## config.mk

```make
export PLATFORM = sky130hd
export DESIGN_NAME = memory_loader
export DESIGN_NICKNAME = d
export VERILOG_FILES = /design/src/rtl/memory_loader_pkg.sv /design/src/rtl/btn_sync.sv /design/src/rtl/memory_loader.sv
export SDC_FILE = /design/constraint.sdc
export NUM_CORES = 1
export LEC_CHECK = 0
export ABC_AREA = 1
export BUFFER_PORTS_ARGS = -buffer_cell sky130_fd_sc_hd__buf_4
export CAP_MARGIN = 20
export CORE_UTILIZATION = 50
export DETAILED_ROUTE_END_ITERATION = 12
export GPL_TIMING_DRIVEN = 0
export PLACE_DENSITY = 0.74
export SLEW_MARGIN = 15
export SYNTH_ARGS = -nofsm -noshare
export SYNTH_HDL_FRONTEND = slang
export SYNTH_SLANG_ARGS = --single-unit
```

## constraint.sdc

```tcl
create_clock -name iClk -period 1.8 [get_ports iClk]
set_input_delay 0.36 -clock iClk [delete_from_list [all_inputs] [get_ports iClk]]
set_output_delay 0.36 -clock iClk [all_outputs]
set_load 0.1 [all_outputs]
```

## src/rtl/memory_loader_pkg.sv

```systemverilog
// Shared definitions for the memory loader: state encoding and default sizing.
// The state encoding is fixed so that firmware or debug taps reading the
// state register see IDLE=0, WRITE=1, FULL=2, CLEAR=3.
package memory_loader_pkg;

    localparam int DEF_DEPTH = 16;
    localparam int DEF_WIDTH = 8;
    localparam int DEF_AW    = 4;

    typedef enum logic [1:0] {
        ST_IDLE  = 2'd0,
        ST_WRITE = 2'd1,
        ST_FULL  = 2'd2,
        ST_CLEAR = 2'd3
    } state_t;

endpackage

```

## src/rtl/btn_sync.sv

```systemverilog
// Button conditioner: two-flop synchronizer followed by a rising-edge detector.
// Ports:
//   clk   - system clock
//   rst_n - asynchronous active-low reset
//   btn   - raw asynchronous button level
//   pulse - one-cycle pulse per synchronized 0->1 transition
module btn_sync (
    input  logic clk,
    input  logic rst_n,
    input  logic btn,
    output logic pulse
);

    logic meta;
    logic sync;
    logic prev;

    always_ff @(posedge clk or negedge rst_n) begin
        if (!rst_n) begin
            meta <= 1'b0;
            sync <= 1'b0;
            prev <= 1'b0;
        end else begin
            meta <= btn;
            sync <= meta;
            prev <= sync;
        end
    end

    // A held button gives exactly one pulse: prev catches up one cycle later.
    assign pulse = sync & ~prev;

endmodule

```

## src/rtl/memory_loader.sv

```systemverilog
// Memory loader: stores switch words into an external memory one button press
// at a time, and sweeps the memory to zero on a clear press. Shows the stored
// word count as two BCD digits.
//
// state  | meaning
// IDLE   | waiting for a write or clear request
// WRITE  | one write strobe of the captured word at address count
// FULL   | count == DEPTH, writes ignored until a clear
// CLEAR  | zeroing addresses 0..DEPTH-1, one per cycle
//
// Ports:
//   iClk, iRst          - clock, asynchronous active-low reset
//   iSwitch             - word to store (quasi-static, sampled directly)
//   iWrite, iClear      - raw asynchronous buttons
//   oWe, oAddr, oData   - registered memory write port
//   oBusy, oFull        - status decoded from the state register
//   oUnidades, oDecenas - BCD units/tens of the stored-word count
module memory_loader
    import memory_loader_pkg::*;
#(
    parameter int DEPTH = DEF_DEPTH,
    parameter int WIDTH = DEF_WIDTH,
    parameter int AW    = DEF_AW
) (
    input  logic             iClk,
    input  logic             iRst,
    input  logic [WIDTH-1:0] iSwitch,
    input  logic             iWrite,
    input  logic             iClear,
    output logic             oWe,
    output logic [AW-1:0]    oAddr,
    output logic [WIDTH-1:0] oData,
    output logic             oBusy,
    output logic             oFull,
    output logic [3:0]       oUnidades,
    output logic [3:0]       oDecenas
);

    if ((1 << AW) < DEPTH) begin : g_bad_aw
        $error("memory_loader: AW too small for DEPTH");
    end

    localparam logic [AW:0]   FULL_CNT  = (AW + 1)'(DEPTH);
    localparam logic [AW-1:0] LAST_ADDR = AW'(DEPTH - 1);

    logic wr_pulse;
    logic clr_pulse;

    btn_sync u_wr_sync (
        .clk   (iClk),
        .rst_n (iRst),
        .btn   (iWrite),
        .pulse (wr_pulse)
    );

    btn_sync u_clr_sync (
        .clk   (iClk),
        .rst_n (iRst),
        .btn   (iClear),
        .pulse (clr_pulse)
    );

    state_t           state, state_next;
    logic [AW:0]      count, count_next;
    logic             clr_pend, clr_pend_next;
    logic [AW-1:0]    clr_addr, clr_addr_next;
    logic [WIDTH-1:0] data_q, data_next;
    logic             we_next;
    logic [AW-1:0]    addr_next;
    logic [WIDTH-1:0] wdata_next;

    always_ff @(posedge iClk or negedge iRst) begin
        if (!iRst) begin
            state    <= ST_IDLE;
            count    <= '0;
            clr_pend <= 1'b0;
            clr_addr <= '0;
            data_q   <= '0;
            oWe      <= 1'b0;
            oAddr    <= '0;
            oData    <= '0;
        end else begin
            state    <= state_next;
            count    <= count_next;
            clr_pend <= clr_pend_next;
            clr_addr <= clr_addr_next;
            data_q   <= data_next;
            oWe      <= we_next;
            oAddr    <= addr_next;
            oData    <= wdata_next;
        end
    end

    always_comb begin
        state_next    = state;
        count_next    = count;
        clr_addr_next = clr_addr;
        data_next     = data_q;
        we_next       = 1'b0;
        addr_next     = '0;
        wdata_next    = '0;
        // Clear requests seen outside the sweep are remembered so a clear
        // arriving mid-write is serviced once the write has landed.
        clr_pend_next = clr_pend | (clr_pulse && (state != ST_CLEAR));

        case (state)
            ST_IDLE: begin
                if (clr_pend || clr_pulse) begin
                    state_next = ST_CLEAR;
                end else if (wr_pulse) begin
                    state_next = ST_WRITE;
                    data_next  = iSwitch;
                end
            end
            ST_WRITE: begin
                we_next    = 1'b1;
                addr_next  = count[AW-1:0];
                wdata_next = data_q;
                count_next = count + 1'b1;
                state_next = (count_next == FULL_CNT) ? ST_FULL : ST_IDLE;
            end
            ST_FULL: begin
                if (clr_pend || clr_pulse) begin
                    state_next = ST_CLEAR;
                end
            end
            ST_CLEAR: begin
                we_next    = 1'b1;
                addr_next  = clr_addr;
                wdata_next = '0;
                if (clr_addr == LAST_ADDR) begin
                    state_next    = ST_IDLE;
                    count_next    = '0;
                    clr_addr_next = '0;
                end else begin
                    clr_addr_next = clr_addr + 1'b1;
                end
            end
            default: state_next = ST_IDLE;
        endcase

        if ((state_next == ST_CLEAR) && (state != ST_CLEAR)) begin
            clr_pend_next = 1'b0;
            clr_addr_next = '0;
        end
    end

    assign oBusy = (state != ST_IDLE);
    assign oFull = (state == ST_FULL);

    // count never exceeds 16, so a 5-bit view is enough for the BCD split.
    logic [4:0] cnt5;
    assign cnt5 = 5'(count);

    always_comb begin
        oDecenas  = 4'd0;
        oUnidades = cnt5[3:0];
        if (cnt5 >= 5'd10) begin
            oDecenas  = 4'd1;
            oUnidades = 4'(cnt5 - 5'd10);
        end
    end

endmodule

```

Yosys cells after proc, flatten, opt, wreduce, memory -nomap -nowiden
Cells that the tools add are included.
Widths: inputs -> output; s select.
- $add $sub $neg: 3
- $lt $le $gt $ge: 1
- equality and inequality tests: 8
- muxes and demuxes: 17
- bitwise gates (word level): 6
- reduce and logical (&&, ||, !) cells: 10
- operators with widths (kind ; number):
    $mux 4 ; 4
    $mux 2 ; 5
    $pmux 5 s2 ; 1
    $mux 8 ; 1
    $pmux 2 s4 ; 1
    $pmux 4 s2 ; 1
    $eq 2x2->1 const B ; 3
    $reduce_bool 2->1 ; 3
    $add 5x1->5 const B ; 1
    $eq 5x5->1 const B ; 1
    $ge 5x4->1 const B ; 1
    $mux 5 ; 1
    $add 4x1->4 const B ; 1
    $eq 4x4->1 const B ; 1
    $ne 2x2->1 const B ; 2
    $sub 4x4->4 const B ; 1
    $mux 1 ; 3
    $not 1->1 ; 3
    $reduce_and 3->1 ; 1
    $and 1x1->1 ; 2
    $eq 2x1->1 const B ; 1
    $logic_and 1x1->1 ; 2
    $logic_not 2->1 ; 1
    $reduce_and 2->1 ; 1
    3 further kinds ; 3
- bits in registers: 39
- input bits: 12
- word-level logic and storage cells: 59

Longest topological paths before layout
Gate-level depths: netlist (run 1).
- depth after elaboration: 8
- mapped depth: 10

Modules after synthesis
From an unflattened synthesis (run 1), not the netlist that was laid out.
- cells, all modules: 182
- area total of the unflattened synthesis: 1720.4 µm²
- by module, submodules not included (module ; instances ; cells an instance ; area each (µm²) ; sequential area each (µm²)):
    memory_loader ; 1 ; 172 ; 1550.2 ; 825.8
    btn_sync ; 2 ; 5 ; 85.1 ; 75.1

Least setup slack after synthesis (run 1)
Ideal clock, no wire load.
- path kind: reg-to-output
- start point: register count[1] (netlist: cnt5[1])
- end point: output oUnidades[2]
- data arrival time: 4.069 ns
- path slack: -2.629 ns
- cell stages (with the launch flop): 5
- buffers on the path: 0
- cell sequence: dfrtp_1 inv_1 ha_1 o211ai_1 mux2i_1
- longest elaborated chain between the ends: 2
- elaborated cells on any way between the ends: 3
- those cells by class: 1 x add/sub; 1 x order compare; 1 x mux
- ends and longest elaborated chain (element ; RTL line ; text):
    from (decl) ; memory_loader.sv:64 ; logic [AW:0] count, count_next;
    from (signal assigned) ; memory_loader.sv:84 ; count <= count_next;
    $sub 4x4->4 or $ge 5x4->1 (tied branches) ; memory_loader.sv:160, memory_loader.sv:158 ;
    $mux 4 (*) ; memory_loader.sv:158 ; if (cnt5 >= 5'd10) begin
    to (decl) ; memory_loader.sv:35 ; output logic [3:0] oUnidades,
Mark *: on every way between the ends. The rest lies on a longest branch, timed or not.

Worst setup path in the final report (run 1)
- start point: register count[0] (netlist: cnt5[0])
- end point: output oUnidades[2]
Same word-level chain as after synthesis.

==> run summary, run 1 <==
Synth-to-Final Area Change: 33.33%
Via/cell ratio: 4.931
Final non-filler cell total: 274
Area leader, netlist: dfrtp_1
Die height: 60.32 µm
Layout cells sized above 1: 36.96%
Maximum clock frequency: 465.8 MHz
Yosys warnings: 0
Via count of the first global-routing pass: 1264
Largest cells by area after synthesis: dfrtp_1 57%, inv_1 5.7%, nor2_1 5.3%
Worst Hold Class: input pin to register
Status: finished with violations
Slowest cell on crit path: dfrtp_2
Met1 usage: 23.01%
Arrival @ worst endpoint: 1.79 ns
WL/cell: 13.31 µm
Max-cap violations: 0
Clock skew: 0.01234 ns
Clock Tree Buf Depth: 2
CTS Buf Count: 5
Syn Std Cell Area: 0.001700 mm²
Overflow after GRT: 0
Synth unique cells: 30
Commonest non-fill, non-tap cell in the layout: buf_4
Pre-CTS setup slack: -0.1191 ns
Period utilization: 119.3%
Most used cells in the layout excluding fill and tap cells: 43 x buf_4, 35 x dfrtp_1, 23 x inv_1, 22 x nand2_1, 20 x nor2_1
Critical Path Start Type: register
Final wirelength: 3648 µm
Met3 Use GR: 4.545%
Fin crit period: 2.147 ns
First-pass GRT wire length: 5402 µm
Final Util: 72.48%
Fin. Hold Viols: 0
Failing checks: negative setup slack
Final Setup Violations: 4
RSZ-0062 raised after global routing: true
Bufs and invs on worst path: 3
Avg Cell Area, Syn: 9.661 µm²
Largest net degree at the start of global routing: 40
DR iter-0 viols: 70
Worst Path Max Fanout: 3
GPL Wtd Cong: 0.7938
Rows: 20
Crit end category: output pin
Post-Synthesis Cells: 176
Max-slew violations: 0
DP Wirelength: 2352 µm
Critical Path RT: 1.44 ns
Worst path cell trace: inv_2 > ha_4 > nand3_2 > o211ai_1 > buf_4 > mux2i_1 > buf_6
Yosys top cell area share: 57.40%
Worst-Skew Late Latency: 0.34 ns
I/O Pins: 35
#FFs+latches synth: 39
Residual DRC count: 0
Grt peak-use layer: met2
Vias post-DR: 1351
Diode count: 0
Final Worst Setup Slack: -0.3470 ns
Root Buffer Master: clkbuf_4
GRT Util Overall: 20.76%
Placed insts: 253
Sequential share of the synthesized area: 57.40%
Fillers: 232
TritonCTS clock tree: built
Post-layout net count: 248
Die area: 0.003638 mm²
Hold slack: 0.1326 ns
# H-tree levels: 2
Clock transition at the registers of the reported paths: 0.10 ns
Post-DRT Antenna Nets: 0
Core area: 0.003128 mm²
1st-pass router iterations: 4
Top delay family on crit path: buffers and inverters
Met2 Usage GRT: 37.83%
Max stage delay on crit path: 0.43 ns
Initial antenna violation count: 0
I/O Buffers: 31
DIE WIDTH: 60.32 µm
Crit path kind: register to output pin
CTS sink count: 39
Initial Utilization: 54.36%
[stage by stage]
stage	setup TNS [ns]	area [µm²]
6_report	-1.196	2267
5_1_grt	-1.524	2267
4_1_cts	-0.8018	2208
3_5_place_dp	-0.1913	2018
3_3_place_gp	-0.1209	2018
2_1_floorplan	-5.673	1730
[logic make-up (layout without fill, tap and decap cells)]
group | after synthesis | after routing | synth area share, %
AOI/OAI and AO/OA | 28 | 28 | 10.15
DFF | 39 | 39 | 57.40
muxes | 1 | 1 | 0.5887
buffers and inverters | 37 | 89 | 10.23
and+or+nand+nor | 63 | 63 | 16.48
other | 1 | 3 | 0.2205
xor gates and xnor gates | 1 | 1 | 0.5152
adders and majority gates | 6 | 6 | 4.415
[layout make-up]
type / instances / area (µm²) / share of cell area, %
Clock inverter: 1 / 5.005 / 0.2208
Buffer: 8 / 63.81 / 2.815
Tap cell: 44 / 55.05 / 2.428
Clock buffer: 6 / 51.30 / 2.263
Inverter: 29 / 112.6 / 4.967
Sequential cell: 39 / 980.9 / 43.27
Multi-Input combinational cell: 102 / 613.1 / 27.04
Timing Repair Buffer: 45 / 385.4 / 17.00
[metal layers]
metal,vias to the layer above,wire (µm)
li1,659,-
met1,640,1461
met2,47,1947
met3,5,192
met4,0,46
met5,-,0
[flip-flops by register name (all words and copies together), names as in the netlist, 2 cells and up]
register,count
data_q,8
oData,8
cnt5,5
clr_addr,4
oAddr,4
state,2
[worst paths after layout]
| path | slack (ns) | start | cells after the start | to |
|---|---|---|---|---|
| max | -0.35 | cnt5[0] | 7 | oUnidades[2] |
| min | 0.13 | iWrite | 1 | u_wr_sync.meta |
| max reg2reg | 0.06 | cnt5[0] | 11 | clr_addr[3] |
| min reg2reg | 0.36 | u_wr_sync.meta | 0 | u_wr_sync.sync |
| max in group asynchronous | 0.90 | iRst | 2 | cnt5[1] |
| min in group asynchronous | 0.52 | iRst | 2 | oData[6] |
[cell usage after synthesis]
cell and instances:
nand3_1 7, buf_4 4, inv_1 26, nor2_2 1, clkbuf_1 1, inv_2 2, dfrtp_1 39, ha_1 6
nor2_4 1, o21bai_1 1, o31ai_4 1, clkinv_2 1, o21ai_1 1, conb_1 1, buf_6 1, o211ai_1 1
o21ai_0 7, a21oi_1 10, nand4_1 2, clkbuf_8 1, nand3_2 2, nor2_1 24, o22ai_1 6, nand2_2 2
o21ai_2 1, xor2_1 1, nor3_1 2, nand2_1 22, mux2i_1 1, buf_2 1
[repair_timing]
item | in CTS | in global routing
pin swaps | 2 | 2
resized for setup | 16 | 8
setup endpoints to repair | 4 | 4
hold buffers | 1 | 0
buffers inserted | 9 | 4
hold endpoints to repair | 39 | 0
Power of run 1 is left out: the tool's default activity adds up to more than one toggle a clock period on the data nets, which glitch-free logic cannot reach.
==> run 2: changes to the inputs <==
- PLACE_DENSITY: 0.74 -> 0.77
==> run 2 against run 1 <==
The run still ends with negative setup slack left. Critical path depth fell by 1. Sequential share of layout area rose by 1.4 points. Final cell count fell by 1.8%. Die area did not move. Non-clock buffer count fell by 6. Register-to-register slack improved by 0.05 ns. Clock skew fell by 0.0053 ns. Via count fell by 0.67%. Core utilization fell by 2.4 points. Flip-flop and latch count did not move. Worst setup slack got worse by 0.019 ns. Count of clock-buffer cells in the layout rose by 1. Largest cell class unchanged.
==> run summary, run 2 (synthesized netlist as in run 1, its figures left out) <==
# H-tree levels: 2 (unchanged)
DIE WIDTH: 60.32 µm (unchanged)
DR iter-0 viols: 57 (-19%)
Setup TNS Final: -1.070 ns (+0.1268 ns)
Die area: 0.003638 mm² (unchanged)
Clock skew: 0.007046 ns (-0.005299 ns)
WL/cell: 13.10 µm (-1.6%)
Crit end category: output pin
Slowest cell on crit path: dfrtp_2
Crit. Startpoint: cnt5[1]
Max-cap violations: 0 (unchanged)
Final Worst Setup Slack: -0.3662 ns (-0.01925 ns)
Grt peak-use layer: met2
Met2 Usage GRT: 37.05% (-0.78 points)
Vias post-DR: 1342 (-0.67%)
Placed insts: 253 (unchanged)
Root Buffer Master: clkbuf_4
Worst Hold Class: input pin to register
Core area: 0.003128 mm² (unchanged)
Reg area: 978.4 µm² (-0.26%)
CTS sink count: 39 (unchanged)
Hold slack: 0.1254 ns (-0.007187 ns)
Clock transition at the registers of the reported paths: 0.11 ns (about the same)
Fillers: 241 (+3.9%)
Final Setup Violations: 4 (unchanged)
RSZ-0062 raised after global routing: true
1st-pass router iterations: 4 (unchanged)
Crit path kind: register to output pin
Arrival @ worst endpoint: 1.81 ns (+0.02 ns)
Bufs and invs on worst path: 3 (unchanged)
Failing checks: negative setup slack
Max stage delay on crit path: 0.43 ns (about the same)
CTS Buf Count: 5 (unchanged)
Rows: 20 (unchanged)
Maximum clock frequency: 461.6 MHz (-0.89%)
I/O Pins: 35 (unchanged)
Status: finished with violations
Fin. Hold Viols: 0 (unchanged)
Synth-to-Final Area Change: 28.92%
Period utilization: 120.3% (+1.1 points)
Hold EP: u_wr_sync.meta
Most used cells in the layout excluding fill and tap cells: 38 x buf_4, 37 x dfrtp_1, 23 x inv_1, 22 x nand2_1, 22 x nor2_1
Worst Path Max Fanout: 3 (unchanged)
GPL Wtd Cong: 0.8047 (+1.4%)
Met3 Use GR: 4.329% (-0.22 points)
TritonCTS clock tree: built
Largest net degree at the start of global routing: 40 (unchanged)
I/O Buffers: 31 (unchanged)
Final wirelength: 3523 µm (-3.4%)
R2R cell count: 10 (-1)
Residual DRC count: 0 (unchanged)
Max-slew violations: 0 (unchanged)
Via count of the first global-routing pass: 1265 (+0.079%)
Pre-CTS setup slack: -0.1464 ns (-0.02730 ns)
Worst path cell trace: inv_4 > ha_4 > o211ai_1 > buf_4 > mux2i_2 > buf_6
Met1 usage: 24.79% (+1.8 points)
Initial Utilization: 54.36% (unchanged)
Reg2reg setup slack: 0.11 ns (+0.05 ns)
Hold depth: 1 (unchanged)
RR Endpoint: clr_addr[0]
Die height: 60.32 µm (unchanged)
DP Wirelength: 2309 µm (-1.9%)
Worst-Skew Late Latency: 0.34 ns (about the same)
Post-layout net count: 242 (-2.4%)
Worst r2r src: cnt5[1]
Layout cells sized above 1: 32.44% (-4.5 points)
Diode count: 0 (unchanged)
Critical Path Start Type: register
Final non-filler cell total: 269 (-1.8%)
Commonest non-fill, non-tap cell in the layout: buf_4
First-pass GRT wire length: 5513 µm (+2.1%)
Top delay family on crit path: buffers and inverters
Post-DRT Antenna Nets: 0 (unchanged)
Multi-input logic area: 601.8 µm² (-1.8%)
Clock Tree Buf Depth: 2 (unchanged)
Hold path start: iWrite
Critical Path RT: 1.44 ns (about the same)
Initial antenna violation count: 0 (unchanged)
Fin crit period: 2.166 ns (+0.01925 ns)
GRT Util Overall: 21.10% (+0.34 points)
Via/cell ratio: 4.989 (+1.2%)
Overflow after GRT: 0 (unchanged)
==> run 2: per-stage QoR <==
| step | cell area, µm² | util (%) |
|---|---|---|
| floorplan | 1730 | - |
| global placement | 2018 | 64.52 |
| detailed placement | 2018 | 64.52 |
| CTS | 2166 | 69.24 |
| global route | 2192 | 70.08 |
| finish | 2192 | 70.08 |
==> run 2: worst max path at each step <==
stage                    to  cells after the start  slack [ns]
6_report       oUnidades[2]                      6       -0.37
5_1_grt        oUnidades[2]                      7       -0.42
4_1_cts        oUnidades[2]                      7       -0.31
3_5_place_dp   oUnidades[2]                      5       -0.15
3_3_place_gp   oUnidades[2]                      5       -0.10
2_1_floorplan  oUnidades[2]                      4       -2.55
==> run 2: timing repair <==
action / in CTS / in global routing
buffers inserted: 6 / 1
pin swaps: 1 / 2
hold buffers: 1 / 0
setup endpoints to repair: 4 / 4
hold endpoints to repair: 39 / 0
resized for setup: 13 / 4
==> run 2: worst reg2reg max path: stages, from the launching register on <==
cell	delay [ns]
dfrtp_2	0.46
buf_4	0.17
ha_1	0.22
nor2_1	0.13
nor2_1	0.08
nor2_1	0.11
nand4_1	0.11
nand3_2	0.10
nand2_2	0.07
nand3_1	0.07
nand2_1	0.05
==> run 2: layout make-up <==
type	instances	share of cell area (%)
Sequential cell	39	44.63
Multi-Input combinational cell	102	27.45
Timing Repair Buffer	39	14.95
Inverter	29	5.251
Buffer	8	2.911
Tap cell	44	2.511
Clock buffer	7	2.055
Clock inverter	1	0.2283
==> run 2: routing by layer <==
metal | vias to the layer above | share of wire, %
li1 | 645 | -
met2 | 43 | 51
met3 | 8 | 5.5
met4 | 0 | 1.4
met1 | 646 | 42
met5 | - | 0
Power of run 2 is left out for the same reason.
